<file path="config.mk">
export PLATFORM = sky130hd
export DESIGN_NAME = regs_wb_arbiter
export DESIGN_NICKNAME = d
export VERILOG_FILES = /design/src/rtl/riscv_pkg.sv /design/src/rtl/wb_fifo.sv /design/src/rtl/regs_wb_arbiter.sv
export SDC_FILE = /design/constraint.sdc
export NUM_CORES = 1
export LEC_CHECK = 0
export ABC_CLOCK_PERIOD_IN_PS = 2500
export CELL_PAD_IN_SITES_DETAIL_PLACEMENT = 0
export CELL_PAD_IN_SITES_GLOBAL_PLACEMENT = 1
export CORE_MARGIN = 3
export CORE_UTILIZATION = 33
export CTS_BUF_LIST = sky130_fd_sc_hd__clkbuf_4
export CTS_CLUSTER_SIZE = 24
export DETAILED_ROUTE_END_ITERATION = 6
export GPL_ROUTABILITY_DRIVEN = 0
export PLACE_DENSITY_LB_ADDON = 0.1
export RECOVER_POWER = 25
export SLEW_MARGIN = 10
export SYNTH_ARGS = -nofsm -noshare
export SYNTH_HDL_FRONTEND = slang
export SYNTH_SLANG_ARGS = --single-unit
export TNS_END_PERCENT = 5
</file>
<file path="constraint.sdc">
create_clock -name clk -period 2.5 [get_ports clk]
set_input_delay 0.5 -clock clk [delete_from_list [all_inputs] [get_ports clk]]
set_output_delay 0.5 -clock clk [all_outputs]
set_load 0.005 [all_outputs]
</file>
<file path="src/rtl/riscv_pkg.sv">
// ----------------------------------------------------------------------------
// riscv_pkg
// Shared integer-core constants and the writeback request record used by the
// register-file write arbiter and its B-side FIFO.
//   XLEN      : integer data width
//   REG_AW    : register address width
//   wb_req_t  : one register-file write (destination + data)
//   rd_onehot : decode a register number into a 32-bit one-hot mask
// ----------------------------------------------------------------------------
package riscv_pkg;

    localparam int XLEN   = 32;
    localparam int REG_AW = 5;

    typedef struct packed {
        logic [REG_AW-1:0] rd;
        logic [XLEN-1:0]   data;
    } wb_req_t;

    // x0 is hardwired, so it never contributes a pending bit.
    function automatic logic [31:0] rd_onehot(input logic [REG_AW-1:0] rd);
        logic [31:0] mask;
        if (rd == '0) begin
            mask = 32'd0;
        end else begin
            mask = 32'd1 << rd;
        end
        return mask;
    endfunction

endpackage

</file>
<file path="src/rtl/wb_fifo.sv">
// ----------------------------------------------------------------------------
// wb_fifo
// DEPTH-entry synchronous FIFO of wb_req_t. Push is ignored when full and pop
// is ignored when empty. Every slot and its valid flag are exported so the
// owner can build a hazard mask over all queued entries.
// Ports:
//   clk, rst     : clock, asynchronous active-high reset (empties the FIFO)
//   i_push       : enqueue i_push_data this cycle
//   i_push_data  : entry to enqueue
//   i_pop        : dequeue the head this cycle
//   o_head       : entry at the read pointer
//   o_count      : registered occupancy 0..DEPTH
//   o_entries    : raw storage slots
//   o_valid      : per-slot occupied flag
// ----------------------------------------------------------------------------
module wb_fifo
    import riscv_pkg::*;
#(
    parameter int DEPTH = 2
) (
    input  logic                   clk,
    input  logic                   rst,
    input  logic                   i_push,
    input  wb_req_t                i_push_data,
    input  logic                   i_pop,
    output wb_req_t                o_head,
    output logic [$clog2(DEPTH):0] o_count,
    output wb_req_t                o_entries [DEPTH],
    output logic [DEPTH-1:0]       o_valid
);

    localparam int AW = $clog2(DEPTH);
    localparam int CW = AW + 1;

    wb_req_t          r_mem [DEPTH];
    logic [AW-1:0]    r_wr_ptr;
    logic [AW-1:0]    r_rd_ptr;
    logic [CW-1:0]    r_count;
    logic [DEPTH-1:0] r_valid;
    logic             w_push;
    logic             w_pop;

    assign w_push = i_push & (r_count < CW'(DEPTH));
    assign w_pop  = i_pop & (r_count != '0);

    // Storage slots: data only, validity is tracked separately so no reset is needed.
    always_ff @(posedge clk) begin
        if (w_push) begin
            r_mem[r_wr_ptr] <= i_push_data;
        end else begin
            r_mem[r_wr_ptr] <= r_mem[r_wr_ptr];
        end
    end

    // Pointers, occupancy and per-slot valid flags. Push and pop never hit the
    // same slot because push needs not-full and pop needs not-empty.
    always_ff @(posedge clk or posedge rst) begin
        if (rst) begin
            r_wr_ptr <= '0;
            r_rd_ptr <= '0;
            r_count  <= '0;
            r_valid  <= '0;
        end else begin
            if (w_push) begin
                r_valid[r_wr_ptr] <= 1'b1;
                r_wr_ptr          <= r_wr_ptr + AW'(1);
            end
            if (w_pop) begin
                r_valid[r_rd_ptr] <= 1'b0;
                r_rd_ptr          <= r_rd_ptr + AW'(1);
            end
            case ({w_push, w_pop})
                2'b10:   r_count <= r_count + CW'(1);
                2'b01:   r_count <= r_count - CW'(1);
                default: r_count <= r_count;
            endcase
        end
    end

    assign o_head    = r_mem[r_rd_ptr];
    assign o_count   = r_count;
    assign o_entries = r_mem;
    assign o_valid   = r_valid;

endmodule

</file>
<file path="src/rtl/regs_wb_arbiter.sv">
// ----------------------------------------------------------------------------
// regs_wb_arbiter
// Sole driver of the integer register-file write port. Merges the in-order
// pipeline writeback (A) with queued long-latency results (B). A normally wins;
// once the FIFO head has been denied STARVE_MAX consecutive cycles it is forced
// onto the port and A is stalled for that cycle.
// Ports:
//   clk, rst                  : clock, asynchronous active-high reset
//   a_valid/a_rd/a_data       : pipeline result; a_ready=0 means hold a_*
//   b_valid/b_rd/b_data       : long-latency result; transfer on b_valid & b_ready
//   w_regs_en/addr/data       : register-file write port (combinational)
//   pending_mask              : bit r set while a queued B entry targets xr
//   fifo_count                : B FIFO occupancy
// ----------------------------------------------------------------------------
module regs_wb_arbiter
    import riscv_pkg::*;
#(
    parameter int DEPTH      = 2,
    parameter int STARVE_MAX = 4
) (
    input  logic                   clk,
    input  logic                   rst,
    input  logic                   a_valid,
    input  logic [REG_AW-1:0]      a_rd,
    input  logic [XLEN-1:0]        a_data,
    output logic                   a_ready,
    input  logic                   b_valid,
    output logic                   b_ready,
    input  logic [REG_AW-1:0]      b_rd,
    input  logic [XLEN-1:0]        b_data,
    output logic                   w_regs_en,
    output logic [REG_AW-1:0]      w_regs_addr,
    output logic [XLEN-1:0]        w_regs_data,
    output logic [31:0]            pending_mask,
    output logic [$clog2(DEPTH):0] fifo_count
);

    localparam int CW = $clog2(DEPTH) + 1;
    localparam int SW = $clog2(STARVE_MAX + 1);

    wb_req_t          w_head;
    wb_req_t          w_entries [DEPTH];
    logic [DEPTH-1:0] w_valid;
    logic [CW-1:0]    w_count;
    logic             w_empty;
    logic             w_force_b;
    logic             w_sel_a;
    logic             w_sel_b;
    logic             w_push;
    wb_req_t          w_push_data;
    logic [SW-1:0]    r_starve;
    logic             w_en;
    logic [REG_AW-1:0] w_addr;
    logic [XLEN-1:0]  w_data;
    logic [31:0]      w_mask;

    assign w_empty          = (w_count == '0);
    assign w_force_b        = ~w_empty & (r_starve == SW'(STARVE_MAX));
    // Full-ness uses the registered count: a same-cycle pop does not free a slot early.
    assign b_ready          = (w_count < CW'(DEPTH));
    assign w_push           = b_valid & b_ready;
    assign w_push_data.rd   = b_rd;
    assign w_push_data.data = b_data;

    wb_fifo #(
        .DEPTH (DEPTH)
    ) u_fifo (
        .clk         (clk),
        .rst         (rst),
        .i_push      (w_push),
        .i_push_data (w_push_data),
        .i_pop       (w_sel_b),
        .o_head      (w_head),
        .o_count     (w_count),
        .o_entries   (w_entries),
        .o_valid     (w_valid)
    );

    // Source select: forced drain, then A, then an idle-port drain of the FIFO.
    always_comb begin
        w_sel_a = 1'b0;
        w_sel_b = 1'b0;
        if (w_force_b) begin
            w_sel_b = 1'b1;
        end else if (a_valid) begin
            w_sel_a = 1'b1;
        end else if (!w_empty) begin
            w_sel_b = 1'b1;
        end else begin
            w_sel_a = 1'b0;
            w_sel_b = 1'b0;
        end
    end

    // Write-port mux; an x0 target is consumed but never written.
    always_comb begin
        w_en   = 1'b0;
        w_addr = '0;
        w_data = '0;
        if (w_sel_b) begin
            w_en   = (w_head.rd != '0);
            w_addr = w_head.rd;
            w_data = w_head.data;
        end else if (w_sel_a) begin
            w_en   = (a_rd != '0);
            w_addr = a_rd;
            w_data = a_data;
        end else begin
            w_en   = 1'b0;
            w_addr = '0;
            w_data = '0;
        end
    end

    // Count consecutive cycles the queued head loses the port; saturates.
    always_ff @(posedge clk or posedge rst) begin
        if (rst) begin
            r_starve <= '0;
        end else if (w_empty || w_sel_b) begin
            r_starve <= '0;
        end else if (r_starve != SW'(STARVE_MAX)) begin
            r_starve <= r_starve + SW'(1);
        end else begin
            r_starve <= r_starve;
        end
    end

    // OR of the destinations of every occupied FIFO slot.
    always_comb begin
        w_mask = 32'd0;
        for (int i = 0; i < DEPTH; i++) begin
            if (w_valid[i]) begin
                w_mask = w_mask | rd_onehot(w_entries[i].rd);
            end else begin
                w_mask = w_mask;
            end
        end
    end

    assign a_ready      = ~w_force_b;
    assign w_regs_en    = w_en;
    assign w_regs_addr  = w_addr;
    assign w_regs_data  = w_data;
    assign pending_mask = w_mask;
    assign fifo_count   = w_count;

endmodule

</file>
== After elaboration in Yosys (flattened, before gate mapping) ==
Cells that the tools add are included.

* Bits in registers: 83
* Input bits: 78
* Output and inout port bits: 74
* Logic and storage cells: 88

* Reductions and logical operators: 12
* Muxes and demuxes: 36
* Equal/unequal tests: 4
* Magnitude comparators: 8
* Bitwise gates (word level): 12
* Shift operators: 2
* Add/sub/neg operators: 5

{| class="wikitable"
|+ Operators with widths
! cell !! count
|-
| $mux 37 || 7
|-
| $mux 32 || 7
|-
| $bwmux 74 || 2
|-
| $mux 74 || 1
|-
| $shl 1x5->32 const A || 2
|-
| $demux 37 s1 || 1
|-
| $or 32x32->32 || 1
|-
| $logic_not 5->1 || 2
|-
| $mux 5 || 2
|-
| $reduce_bool 5->1 || 2
|-
| $mux 1 || 9
|-
| $mux 3 || 2
|-
| $reduce_bool 2->1 || 3
|-
| $and 1x1->1 || 4
|-
| $ge 2x2->1 const B || 2
|-
| $lt 1x2->1 const B || 2
|-
| $mux 2 || 2
|-
| $not 1->2 || 2
|-
| $pmux 2 s2 || 1
|-
| $add 3x1->3 const B || 1
|-
| $eq 3x3->1 const B || 1
|-
| $logic_and 1x1->1 || 3
|-
| $ne 3x3->1 const B || 1
|-
| $add 1x1->1 const B || 2
|-
| 14 further kinds || 17
|}

== Depth between registers and ports, before layout ==
* Word-level depth: 8
* Gate-level depth with buffers: 9
* Depth with buffers taken out: 9

== By module ==
A second synthesis with hierarchy kept.

* Cells, all modules: 581
* Area total of the unflattened synthesis: 6082.1 µm²

{| class="wikitable"
|+ By module, submodules not included
! module !! area an instance (µm²) !! sequential area each (µm²) !! instances !! cells an instance
|-
| wb_fifo || 5056.1 || 2372.3 || 1 || 442
|-
| regs_wb_arbiter || 1026.0 || 75.1 || 1 || 139
|}

== Worst setup path before layout ==
No wires, ideal clock.

* Path type: register -> register
* Start: register u_fifo.r_wr_ptr
* End: register u_fifo.r_mem, in the netlist u_fifo.o_entries[37] (enable)
* Required time: 2084 ps
* Library setup time: 416 ps
* Stages on the path, launching flop included: 3
* Data arrival time: 2266 ps
* Period minus slack after synthesis: 2682 ps
* Slack: -182 ps
* Buffers on the path: 1
* Cells stage by stage: dfrtp_1 -> inv_1 -> clkbuf_1

* Cells in the longest elaborated chain, start to end: 7
* Elaborated cells on any way between the ends: 12
* Classes of those cells: order compare (2); mux (8); bitwise (1); reduce/logical (1)

{| class="wikitable"
|+ RTL lines
! element !! RTL line !! RTL
|-
| start, declared || wb_fifo.sv:36 || <nowiki>logic [AW-1:0] r_wr_ptr;</nowiki>
|-
| start signal, assigned || wb_fifo.sv:66 || <nowiki>r_wr_ptr <= r_wr_ptr + AW'(1);</nowiki>
|-
| $not 1->2 (implied by the code) * || wb_fifo.sv:49, wb_fifo.sv:51 ||
|-
| $ge 2x2->1 (implied by the code) / $lt 2x1->1 (equally long branches) || wb_fifo.sv:49, wb_fifo.sv:51 ||
|-
| $logic_and 1x1->1 (implied by the code) || wb_fifo.sv:49, wb_fifo.sv:51 ||
|-
| $mux 37 (implied by the code) || wb_fifo.sv:49, wb_fifo.sv:51 ||
|-
| $demux 37 s1 || wb_fifo.sv:49, wb_fifo.sv:51 ||
|-
| $bwmux 74 (on tied branches) || wb_fifo.sv:51, wb_fifo.sv:49 ||
|-
| $mux 74 * || wb_fifo.sv:48 || <nowiki>if (w_push) begin</nowiki>
|-
| end signal, assigned by index || wb_fifo.sv:49 || <nowiki>r_mem[r_wr_ptr] <= i_push_data;</nowiki>
|-
| end signal, assigned by index || wb_fifo.sv:51 || <nowiki>r_mem[r_wr_ptr] <= r_mem[r_wr_ptr];</nowiki>
|-
| end, declared || wb_fifo.sv:35 || <nowiki>wb_req_t r_mem [DEPTH];</nowiki>
|}

Every way passes the cells marked *; elsewhere a longest branch is shown, timed or not. The select of a mux whose other input is x is not followed.
A chain may end at the register's enable or synchronous reset.

== Worst setup path in the final report ==
* Start: register u_fifo.r_mem, in the netlist u_fifo.o_entries[34]
* End: output port pending_mask[2]

* Cells in the longest elaborated chain, start to end: 5
* Elaborated cells on any way between the ends: 6
* Classes of those cells: shift (1); mux (3); bitwise (1); reduce/logical (1)

{| class="wikitable"
|+ RTL lines
! element !! RTL line !! RTL
|-
| $logic_not 5->1 / $shl 1x5->32 (equally long branches) || riscv_pkg.sv:23, riscv_pkg.sv:26 ||
|-
| $mux 32 * || riscv_pkg.sv:23 || <nowiki>if (rd == '0) begin</nowiki>
|-
| $mux 32 * || regs_wb_arbiter.sv:132 || <nowiki>if (w_valid[i]) begin</nowiki>
|-
| $or 32x32->32 * || regs_wb_arbiter.sv:133 || <nowiki>w_mask = w_mask | rd_onehot(w_entries[i].rd);</nowiki>
|-
| $mux 32 * || regs_wb_arbiter.sv:132 ||
|-
| end, declared || regs_wb_arbiter.sv:34 || <nowiki>output logic [31:0] pending_mask,</nowiki>
|}

Marked as above.

==> summary.txt <==
status: complete, but fails checks
failing checks: negative setup slack
Critical R2R Launch: u_fifo.r_wr_ptr$_DFFE_PP0N_
area of the mapped netlist: 0.00486 sq mm
Tot GR Track Use: 17.4%
Avg WL per Cell: 16.9 um
vias per cell: 5.23
vias in the first global route: 4320
# DRC: 0
post-route setup slack: -0.211 ns
Final Skew: 0.0115 ns
Fillers: 1387
CTS root buf: clkbuf_4
pin count of the biggest net entering global routing: 77
CTS tree: done
final instance area: 0.00689 sq mm
CTS Buf Count: 9
leakage power: 2.80 nW
ANT nets after route: 0
Final Setup Violations: 14
Final HPWL DP: 9740 um
clk slew on worst S/H paths: 0.14 ns
Yosys warning count: 0
Iter 0 DRT Violations: 288
die area: 0.0162 sq mm
total gr overflow: 0
Die Y: 127 um
first-pass GRT wire length: 22300 um
Synth Area per Inst: 9.70 sq um
max-cap violations: 0
Core Region: 0.0141 sq mm
CP required: 2.00 ns
Worst setup endpoint: pending_mask[2]
syn_nets: 582
DR pass1 iterations: 4
Overall Power: 0.00756 W
clock sink total: 83
Hold WC Path Type: primary input to async pin
maximum fanout along the worst path: 5
Placed Area: 0.00663 sq mm
initial antenna violation count: 0
PortBufs: 150
busiest layer in global routing: met2
type of origin of the critical path: flip-flop
Peak Freq: 369 MHz
Final min period: 2.71 ns
Global Route met3 Usage: 3.85%
final worst-path cycle share: 108%
critical path startpoint: u_fifo.o_entries[34]$_DFFE_PP_
P&R area growth vs syn: 41.7%
worst-margin pin slew: 0.911 ns
Layout Nets: 744
post-synthesis async set-or-reset flop share: 10.8%
final wirelength: 14300 um
fraction of layout instances using a drive strength above 1: 19.8%
H-tree depth: 3
final hold violations: 0
most frequent cells in the layout: nand2_1 (122), clkdlybuf4s50_1 (93), a21oi_1 (76), edfxtp_1 (74), mux2i_1 (38)
register bit total from synthesis: 83
IO Pins: 152
clock insertion delay at the later pin of the skew report: 0.45 ns
commonest non-fill, non-tap cell in the layout: nand2_1
DR vias: 4433
Worst Setup End Kind: output pin
die width: 127 um
Synth Instances: 501
worst r2r dst: u_fifo.o_entries[11]$_DFFE_PP_
Peak VDD IR: 0.000633 V
RSZ-0062 raised after global routing: true
fin. max-slew vios: 0
# diodes: 0
EDFF count, synth: 74
met2 GRT Util: 29.2%
final setup TNS: -1.90 ns
Initial Util: 34.4%
CP arrival: 2.21 ns
Most used DFF post-synth: edfxtp_1
met1 usage: 22.4%
row cnt: 43
Netlist cell types: 41
sequential cell area fraction in the yosys report: 50.3%
PD cells: 1100 mW/mm^2
r2r setup slk: 0.40 ns
critical path type: flip-flop to output pin
Clock Tree Buf Depth: 2
Rel. slew slack: 39.2%
cells on worst reg2reg path: 3
[metrics by stage]
stage	util, %	hold WS, ns	std cells	setup WS, ns
finish	48.7	0.463	848	-0.211
detailed placement	46.8	0.461	810	-0.129
CTS	48.7	0.291	842	-0.233
global placement	46.8	0.456	810	-0.122
global route	48.7	0.437	848	-0.313
floorplan	-	0.328	501	0.315
[how the worst min path moves through the flow]
stage,cells after the start,start,endpoint
global placement,1,r_starve[0]$_DFFE_PP0P_,r_starve[0]$_DFFE_PP0P_
detailed placement,1,r_starve[0]$_DFFE_PP0P_,r_starve[0]$_DFFE_PP0P_
CTS,2,rst,r_starve[0]$_DFFE_PP0P_
floorplan,1,rst,r_starve[0]$_DFFE_PP0P_
global route,2,rst,r_starve[0]$_DFFE_PP0P_
finish,2,rst,r_starve[0]$_DFFE_PP0P_
[logic make-up after synthesis]
kind of cell               count (synthesis)  share of synthesized area [%]
and+or+nand+nor                          166                           14.8
AOI/OAI and AO/OA                        151                           20.1
DFF                                       83                           50.3
buffers and inverters                     54                           5.22
muxes                                     38                           7.82
xor gates and xnor gates                   5                          0.901
adders and majority gates                  3                          0.772
other                                      1                         0.0771
[repair_timing]
action	CTS	global route
endpoints found under the hold margin	0	0
resized for setup	131	66
gates cloned	1	0
endpoints found under the setup margin	69	61
hold buffers	0	0
pin swaps	7	2
buffers inserted	15	6
[routing by layer]
layer	up-vias	part of all wire [%]
met2	141	49
li1	2165	-
met4	0	1.3
met1	2111	44
met3	16	5.6
met5	-	0
[state kept, by name (all words and copies together), names as in the netlist]
register	count
u_fifo.o_entries	74
r_starve	3
u_fifo.o_count	2
u_fifo.o_valid	2
u_fifo.r_rd_ptr	1
u_fifo.r_wr_ptr	1
[Yosys cell counts, types with 3 or more instances]
cell type | number | area share (%)
nand2_1 | 122 | 9.4
a21oi_1 | 76 | 7.8
edfxtp_1 | 74 | 46
mux2i_1 | 38 | 7.8
o2bb2ai_1 | 37 | 6.7
o22ai_1 | 24 | 3.1
clkbuf_1 | 18 | 1.4
buf_2 | 17 | 1.7
dfrtp_1 | 9 | 4.6
inv_1 | 9 | 0.69
nand3_1 | 8 | 0.82
nor2_1 | 7 | 0.54
o32ai_1 | 7 | 1.3
nand2b_1 | 5 | 0.64
xnor2_1 | 5 | 0.90
buf_4 | 4 | 0.62
nor2b_1 | 4 | 0.51
buf_1 | 3 | 0.23
ha_1 | 3 | 0.77
or2_1 | 3 | 0.39
or2_2 | 3 | 0.39
[where the power goes]
| group | leakage, nW | internal (W) | total (W) | switching, W |
|---|---|---|---|---|
| Sequential | 0.866 | 0.00252 | 0.00299 | 0.000468 |
| Combinational | 1.87 | 0.00171 | 0.00389 | 0.00219 |
| Clock | 0.0657 | 0.000207 | 0.000680 | 0.000473 |
| Total | 2.80 | 0.00443 | 0.00756 | 0.00313 |
[layout make-up]
class | instances | area (sq um) | share of cell area (%)
clock buffer | 10 | 75.1 | 1.09
clock inverter | 6 | 32.5 | 0.472
inverter | 10 | 37.5 | 0.545
multi-input combinational | 364 | 2300 | 33.4
sequential | 83 | 2450 | 35.6
tap | 180 | 225 | 3.27
timing repair buffer | 195 | 1770 | 25.6
[worst max-delay path, stage by stage, from the launching register on]
cell and delay [ns]:
edfxtp_1 0.45, nand2b_1 0.23, or2_2 0.34, o22ai_1 0.21, clkdlybuf4s50_1 0.53
Power figures use the tool's default switching activity.
